<file path="config.mk">
export PLATFORM = sky130hd
export DESIGN_NAME = data_ram_lsu
export DESIGN_NICKNAME = d
export VERILOG_FILES = /design/src/rtl/lsu_pkg.sv /design/src/rtl/lsu_align.sv /design/src/rtl/data_ram_lsu.sv
export SDC_FILE = /design/constraint.sdc
export NUM_CORES = 1
export LEC_CHECK = 0
export CAP_MARGIN = 20
export CORE_AREA = 2 2 137 139
export CTS_CLUSTER_DIAMETER = 100
export DETAILED_ROUTE_END_ITERATION = 12
export DIE_AREA = 0 0 139 141
export PLACE_DENSITY = 0.74
export SLEW_MARGIN = 10
export SYNTH_ARGS = -nofsm -noshare
export SYNTH_HDL_FRONTEND = slang
export SYNTH_SLANG_ARGS = --single-unit
</file>
<file path="constraint.sdc">
create_clock -name clk -period 4.6 [get_ports clk]
set_input_delay 1.15 -clock clk [delete_from_list [all_inputs] [get_ports clk]]
set_output_delay 1.15 -clock clk [all_outputs]
set_load 0.005 [all_outputs]
</file>
<file path="src/rtl/lsu_pkg.sv">
// Shared funct3 encodings and FSM state type for the data_ram load/store unit.
package lsu_pkg;
  localparam logic [2:0] F3_B  = 3'b000;
  localparam logic [2:0] F3_H  = 3'b001;
  localparam logic [2:0] F3_W  = 3'b010;
  localparam logic [2:0] F3_BU = 3'b100;
  localparam logic [2:0] F3_HU = 3'b101;

  typedef enum logic [2:0] {IDLE, LOAD, RMW_RD, WRITE, RESP} lsu_state_t;
endpackage

</file>
<file path="src/rtl/lsu_align.sv">
// Byte-lane steering: load extraction/extension, sub-word store merge, misalign check.
module lsu_align
  import lsu_pkg::*;
(
  input  logic [1:0]  off_i,
  input  logic [2:0]  funct3_i,
  input  logic [31:0] rdata_i,
  input  logic [31:0] wdata_i,
  output logic [31:0] ldata_o,
  output logic [31:0] mdata_o,
  output logic        misalign_o
);
  logic [31:0] sh;

  always_comb begin
    sh = rdata_i >> {off_i, 3'b000};
    ldata_o = rdata_i;
    case (funct3_i)
      F3_B:    ldata_o = {{24{sh[7]}}, sh[7:0]};
      F3_BU:   ldata_o = {24'h0, sh[7:0]};
      F3_H:    ldata_o = {{16{sh[15]}}, sh[15:0]};
      F3_HU:   ldata_o = {16'h0, sh[15:0]};
      default: ldata_o = rdata_i;
    endcase

    // Untouched lanes keep the word just read from the RAM.
    mdata_o = wdata_i;
    case (funct3_i)
      F3_B: begin
        mdata_o = rdata_i;
        mdata_o[{off_i, 3'b000} +: 8] = wdata_i[7:0];
      end
      F3_H: begin
        mdata_o = rdata_i;
        if (off_i[1]) mdata_o[31:16] = wdata_i[15:0];
        else          mdata_o[15:0]  = wdata_i[15:0];
      end
      default: mdata_o = wdata_i;
    endcase

    misalign_o = (((funct3_i == F3_H) || (funct3_i == F3_HU)) && off_i[0]) ||
                 ((funct3_i == F3_W) && (off_i != 2'b00));
  end
endmodule

</file>
<file path="src/rtl/data_ram_lsu.sv">
// Load/store initiator for data_ram: one request at a time, RMW for SB/SH.
module data_ram_lsu
  import lsu_pkg::*;
#(
  parameter int MEM_WORDS = 1024,
  parameter int ADDR_W    = 32
) (
  input  logic              clk,
  input  logic              rst,
  input  logic              req_valid,
  output logic              req_ready,
  input  logic              req_we,
  input  logic [2:0]        req_funct3,
  input  logic [ADDR_W-1:0] req_addr,
  input  logic [31:0]       req_wdata,
  output logic              resp_valid,
  output logic [31:0]       resp_rdata,
  output logic              resp_err,
  output logic              mem_we,
  output logic              mem_re,
  output logic [ADDR_W-1:0] mem_a,
  output logic [31:0]       mem_wd,
  input  logic [31:0]       mem_rd
);
  lsu_state_t        state_q, state_d;
  logic [ADDR_W-1:0] addr_q, addr_d;
  logic [2:0]        f3_q, f3_d;
  logic [31:0]       wdata_q, wdata_d;
  logic [31:0]       merge_q, merge_d;
  logic [31:0]       result_q, result_d;
  logic              err_q, err_d;

  logic        idle, bad_f3, oor, req_err;
  logic [1:0]  a_off;
  logic [2:0]  a_f3;
  logic [31:0] a_wdata, a_ldata, a_mdata;
  logic        a_mis;

  // One aligner: fed from the request while idle, from latched state otherwise.
  assign idle    = (state_q == IDLE);
  assign a_off   = idle ? req_addr[1:0] : addr_q[1:0];
  assign a_f3    = idle ? req_funct3    : f3_q;
  assign a_wdata = idle ? req_wdata     : wdata_q;

  lsu_align u_align (
    .off_i     (a_off),
    .funct3_i  (a_f3),
    .rdata_i   (mem_rd),
    .wdata_i   (a_wdata),
    .ldata_o   (a_ldata),
    .mdata_o   (a_mdata),
    .misalign_o(a_mis)
  );

  assign bad_f3  = (req_funct3 == 3'b011) || (req_funct3 == 3'b110) ||
                   (req_funct3 == 3'b111) || (req_we && req_funct3[2]);
  assign oor     = req_addr[ADDR_W-1:2] >= (ADDR_W-2)'(MEM_WORDS);
  assign req_err = bad_f3 || a_mis || oor;

  always_comb begin
    state_d  = state_q;
    addr_d   = addr_q;
    f3_d     = f3_q;
    wdata_d  = wdata_q;
    merge_d  = merge_q;
    result_d = result_q;
    err_d    = err_q;
    case (state_q)
      IDLE: if (req_valid) begin
        err_d    = req_err;
        result_d = 32'h0;
        // Erroring requests leave address/data regs alone so mem_a/mem_wd hold.
        if (req_err) begin
          state_d = RESP;
        end else begin
          addr_d  = req_addr;
          f3_d    = req_funct3;
          wdata_d = req_wdata;
          if (!req_we) begin
            state_d = LOAD;
          end else if (req_funct3 == F3_W) begin
            merge_d = req_wdata;
            state_d = WRITE;
          end else begin
            state_d = RMW_RD;
          end
        end
      end
      LOAD: begin
        result_d = a_ldata;
        state_d  = RESP;
      end
      RMW_RD: begin
        merge_d = a_mdata;
        state_d = WRITE;
      end
      WRITE:   state_d = RESP;
      RESP:    state_d = IDLE;
      default: state_d = IDLE;
    endcase
  end

  always_ff @(posedge clk) begin
    if (rst) begin
      state_q  <= IDLE;
      addr_q   <= '0;
      f3_q     <= '0;
      wdata_q  <= '0;
      merge_q  <= '0;
      result_q <= '0;
      err_q    <= 1'b0;
    end else begin
      state_q  <= state_d;
      addr_q   <= addr_d;
      f3_q     <= f3_d;
      wdata_q  <= wdata_d;
      merge_q  <= merge_d;
      result_q <= result_d;
      err_q    <= err_d;
    end
  end

  assign req_ready  = !rst && idle;
  assign resp_valid = !rst && (state_q == RESP);
  assign resp_err   = resp_valid && err_q;
  assign resp_rdata = resp_valid ? result_q : 32'h0;
  assign mem_re     = !rst && ((state_q == LOAD) || (state_q == RMW_RD));
  assign mem_we     = !rst && (state_q == WRITE);
  assign mem_a      = rst ? '0 : {addr_q[ADDR_W-1:2], 2'b00};
  assign mem_wd     = rst ? 32'h0 : merge_q;
endmodule
</file>
**Word-level counts from Yosys, hierarchy flattened**

Index checks and enable logic that the tools add are counted.

- Reductions and logical operators: 27
- Eq/ne operators: 16
- Add/subtract/negate cells: 1
- Multiplexer cells: 23
- Order comparisons: 1
- Shift-type cells: 3
- Bitwise logic cells: 1

Operator list:

| cell | count |
|---|---|
| $mux W32 | 9 |
| $pmux W32 S2 | 3 |
| $pmux W32 S4 | 1 |
| $bwmux W32 | 1 |
| $mux W16 | 2 |
| $shift A8 B7 Y32 const A | 1 |
| $shiftx A8 B7 Y32 | 1 |
| $shr A32 B5 Y16 | 1 |
| $ge A30 B11 Y1 const B | 1 |
| $eq A3 B2 Y1 const B | 5 |
| $eq A3 B3 Y1 const B | 5 |
| $mux W3 | 3 |
| $pmux W3 S3 | 1 |
| $logic_and A1 B1 Y1 | 8 |
| $logic_or A1 B1 Y1 | 8 |
| $neg A5 Y7 | 1 |
| $eq A3 B1 Y1 const B | 2 |
| $logic_not A3 Y1 | 2 |
| $ne A2 B2 Y1 const B | 3 |
| $reduce_bool A2 Y1 | 3 |
| $reduce_and A5 Y1 | 1 |
| $mux W2 | 2 |
| $reduce_and A2 Y1 | 2 |
| $reduce_and A3 Y1 | 1 |
| 5 further kinds | 5 |

- Input port bits: 103
- Output and inout port bits: 101
- Flip-flop bits (word level): 135
- Logic and storage cells: 79

**Longest topological paths before layout**

- Word-level depth: 11
- Depth in mapped cells: 13
- Gate-level depth less buffers: 9

**Cells and area by module**

A second synthesis with hierarchy kept.

- Cells, all modules: 1164
- Area total of the unflattened synthesis: 9535.4 um2

By module, submodules not included:

| module | area each (um2) | times used | seq. area each (um2) | cells an instance |
|---|---|---|---|---|
| data_ram_lsu | 7347.0 | 1 | 2702.6 | 828 |
| lsu_align | 2188.3 | 1 | 0.0 | 336 |

**Least setup slack after synthesis**

OpenSTA, ideal clock, no wires.

- Path kind: input to register
- From: in req_addr[1]
- To: reg merge_q[8]
- Path slack: 0.976 ns
- Path buffers: 3
- Stages on the path: 12
- Setup time: 0.101 ns
- Data arrival time: 3.523 ns
- Data required time: 4.499 ns
- Cells stage by stage: or4b_2 nand2_2 inv_1 buf_4 buf_2 ha_1 nor2_1 and3_1 buf_1 a22o_1 a221oi_1 o41ai_1

- Longest elaborated chain between the ends: 8
- Elaborated cells on any way between the ends: 15
- Classes of those cells: 1 x add/sub; 1 x eq/ne; 2 x shift; 5 x mux; 6 x reduce/logical

Ends and longest elaborated chain:

| element | line | source |
|---|---|---|
| start, declared | data_ram_lsu.sv:14 | `input logic [ADDR_W-1:0] req_addr,` |
| $mux W2 * | data_ram_lsu.sv:41 | `assign a_off = idle ? req_addr[1:0] : addr_q[1:0];` |
| parallel branches: the longest is 7 deep, another holds $neg A5 Y7 | - |  |
| end signal, assigned | data_ram_lsu.sv:117 | `merge_q <= merge_d;` |
| end, declared | data_ram_lsu.sv:29 | `logic [31:0] merge_q, merge_d;` |

Every way passes the cells marked *.
A chain may end at the register's enable or synchronous reset.

**Worst setup path in the final report**

- From: in rst
- To: out resp_rdata[1]

- Longest elaborated chain between the ends: 3

Ends and longest elaborated chain:

| element | line | source |
|---|---|---|
| start, declared | data_ram_lsu.sv:9 | `input logic rst,` |
| $logic_not A1 Y1 | data_ram_lsu.sv:124 | `assign resp_valid = !rst && (state_q == RESP);` |
| $logic_and A1 B1 Y1 | data_ram_lsu.sv:124 |  |
| $mux W32 | data_ram_lsu.sv:126 | `assign resp_rdata = resp_valid ? result_q : 32'h0;` |
| end, declared | data_ram_lsu.sv:17 | `output logic [31:0] resp_rdata,` |

No other way between the ends.

==> reports/metrics.cfg <==
[placement]
hpwl_mm=19.6
gp_congestion=0.955
port_buffers=201
dpl_cell_area_mm2=0.0102

[grt]
grt_busiest_layer=met2
grt_pass1_wl_mm=43.7
use_met3=0.0812
grt_util_met1=0.383
grt_antenna_before_repair=0
grt_overflow=0
grt_max_degree=144
met2_usage=0.412
grt_pass1_vias=7766
grtUsageTotal=0.277

[clock_tree]
tritoncts=yes
htree_levels=4
path_clk_slew_ns=0.06
cts.repair.resized=0
insertion_delay_ns=0.43
cts_setup_buffers=0
clock_sinks=135
clock_path_buffers=2
root_buffer=clkbuf_16
ctsHoldBuffers=0
cts_buffers=17

[worst_setup_path]
crit_required_ns=3.45
worst_r2r_path_depth=10
worstReg2RegEnd=merge_q[8]
critPathKind=in -> out
arrival_ns=2.58
r2r_slack_ns=0.97
reg2reg_from=state_q[1]
crit_fanout=33
cp-endpoint=resp_rdata[1]
worst_setup_path_end_kind=output pin
worstSetupStartpoint=rst
startpoint_type=input port

[timing]
finalHoldViolations=0
worst-slew-pin-transition_ns=1.05
finalMaxSlewViolations=0
layout_min_cycle_time_ns=3.73
final.period_utilization=0.812
skew_ns=0.00746
fmaxAchievable_ghz=0.268
setup_viol=0
rsz0062_at_grt=false
slew_headroom=0.295
tns_ns=0

[pwr]
leakagePower_nw=3.76
peakVddDrop_mv=0.276
pwr_density_cell_mw_per_mm2=278

[die]
fp.dieW_um=139
core_mm2=0.0183
fp.dieH_um=141
dieArea_mm2=0.0196
rows=50
start_util=0.441
pin_count=204

[worst_hold_path]
hold_path.class=reg -> reg

[logic_synthesis]
synth-seq-area-share=0.336
synth_top_area_cell=dfxtp_1
syn-instance-count=1034
synth_edf_count=0
synthArstFlopShare=0
netlist_top_cells_area=dfxtp_1 34%, nand2_1 7.3%, nor2b_1 5.6%, and2_1 4.4%, a21oi_1 3.2%
yosysWarnings=0
ys_types=71
synth-main-ff-cell=dfxtp_1
syn_area_per_cell_um2=7.79
syn_area_mm2=0.00805
synth_seq_cells=135
synthDominantCellAreaShare=0.336

[drt]
first_iter_violations=908
route.antenna.remaining_nets=0
wl_per_cell_um=19.4
drt_wl_total_mm=27.9
dr.pass1.iters=6
drc=0
vias_per_cell=5.93
vias=8516

[cells_and_area]
final_nets=1296
areaGrowthSynthToFinish_pct=34.2
antennaDiodeCount=0
final_area_mm2=0.0108
drive_gt1_frac=0.0840
mostFrequentLayoutCells=200 x clkdlybuf4s50_1, 156 x nand2_1, 135 x dfxtp_1
layout_commonest_cell=clkdlybuf4s50_1

[status]
status=finished clean

[flow_run]
cap_violations=0

-- worst max-delay path, stage by stage --
cell	delay [ns]
buf_4	0.14
nor4b_2	0.26
buf_4	0.32
and2_1	0.19
clkdlybuf4s50_1	0.50
-- worst min-delay path by stage --
stage	slack, ns	cells after the start	to	from
finish	0.45	2	result_q[3]	result_q[3]
global route	0.46	2	addr_q[3]	addr_q[3]
CTS	0.45	2	addr_q[3]	addr_q[3]
detailed placement	0.44	2	result_q[3]	result_q[3]
global placement	0.43	2	result_q[3]	result_q[3]
floorplan	0.42	2	result_q[0]	result_q[0]
-- state kept, by name (all words and copies together), names as in the netlist --
signal / cells
addr_q: 32
err_q: 1
f3_q: 3
merge_q: 32
result_q: 32
state_q: 3
wdata_q: 32
-- where the power goes --
| group | internal [W] | total (W) | switching, W |
|---|---|---|---|
| Sequential | 0.00117 | 0.00117 | 0.00000320 |
| Clock | 0.000864 | 0.00143 | 0.000568 |
| Combinational | 0.000167 | 0.000396 | 0.000229 |
-- metal layers --
| metal | wire, µm | vias to the layer above |
|---|---|---|
| li1 | - | 4017 |
| met1 | 11700 | 3881 |
| met2 | 12000 | 534 |
| met3 | 3360 | 84 |
| met4 | 872 | 0 |
| met5 | 0 | - |
-- cell usage after synthesis (9+ instances only) --
library cell	number
nand2_1	156
dfxtp_1	135
nor2b_1	72
nor2_1	60
clkbuf_1	57
and2_1	56
a21oi_1	52
o21ai_0	51
nand3_1	33
a221oi_1	24
o2bb2ai_1	24
a22oi_1	23
nand2b_1	19
o211ai_1	16
o22ai_1	16
buf_2	15
mux2i_1	15
inv_1	14
nor3_1	14
mux2_2	12
nand3b_1	12
and3_1	10
buf_4	9
-- cell type report --
type | count | area (µm²)
clock buffers | 17 | 425
clock inverters | 15 | 193
fillers | 1620 | 7460
inverters | 15 | 56.3
multi-input cells | 795 | 4920
flip-flops and latches | 135 | 2700
well taps | 234 | 293
repair buffers | 226 | 2220
-- through the flow --
stage | hold slack [ns] | std cells | setup WS [ns] | util | total power (W)
6_report | 0.445 | 1437 | 0.866 | 0.591 | 0.00300
5_1_grt | 0.463 | 1437 | 0.739 | 0.591 | 0.00311
2_1_floorplan | 0.417 | 1035 | 0.976 | - | 0.00140
3_3_place_gp | 0.433 | 1404 | 0.613 | 0.557 | 0.00158
3_5_place_dp | 0.438 | 1404 | 0.561 | 0.557 | 0.00158
4_1_cts | 0.447 | 1436 | 0.862 | 0.591 | 0.00301
-- cells by family (layout without fill, tap and decap cells) --
family / count (synthesis) / count (layout) / synth area share
other: 1 / 2 / 0.000466
buffers and inverters: 105 / 273 / 0.0564
XOR/XNOR: 1 / 1 / 0.00109
AO/OA/AOI/OAI: 302 / 302 / 0.273
flip-flops: 135 / 135 / 0.336
AND/OR/NAND/NOR: 459 / 459 / 0.290
adder cells (fa/ha/maj): 3 / 3 / 0.00466
multiplexers: 28 / 28 / 0.0382
No activity file was read; power rests on OpenSTA's default activity.
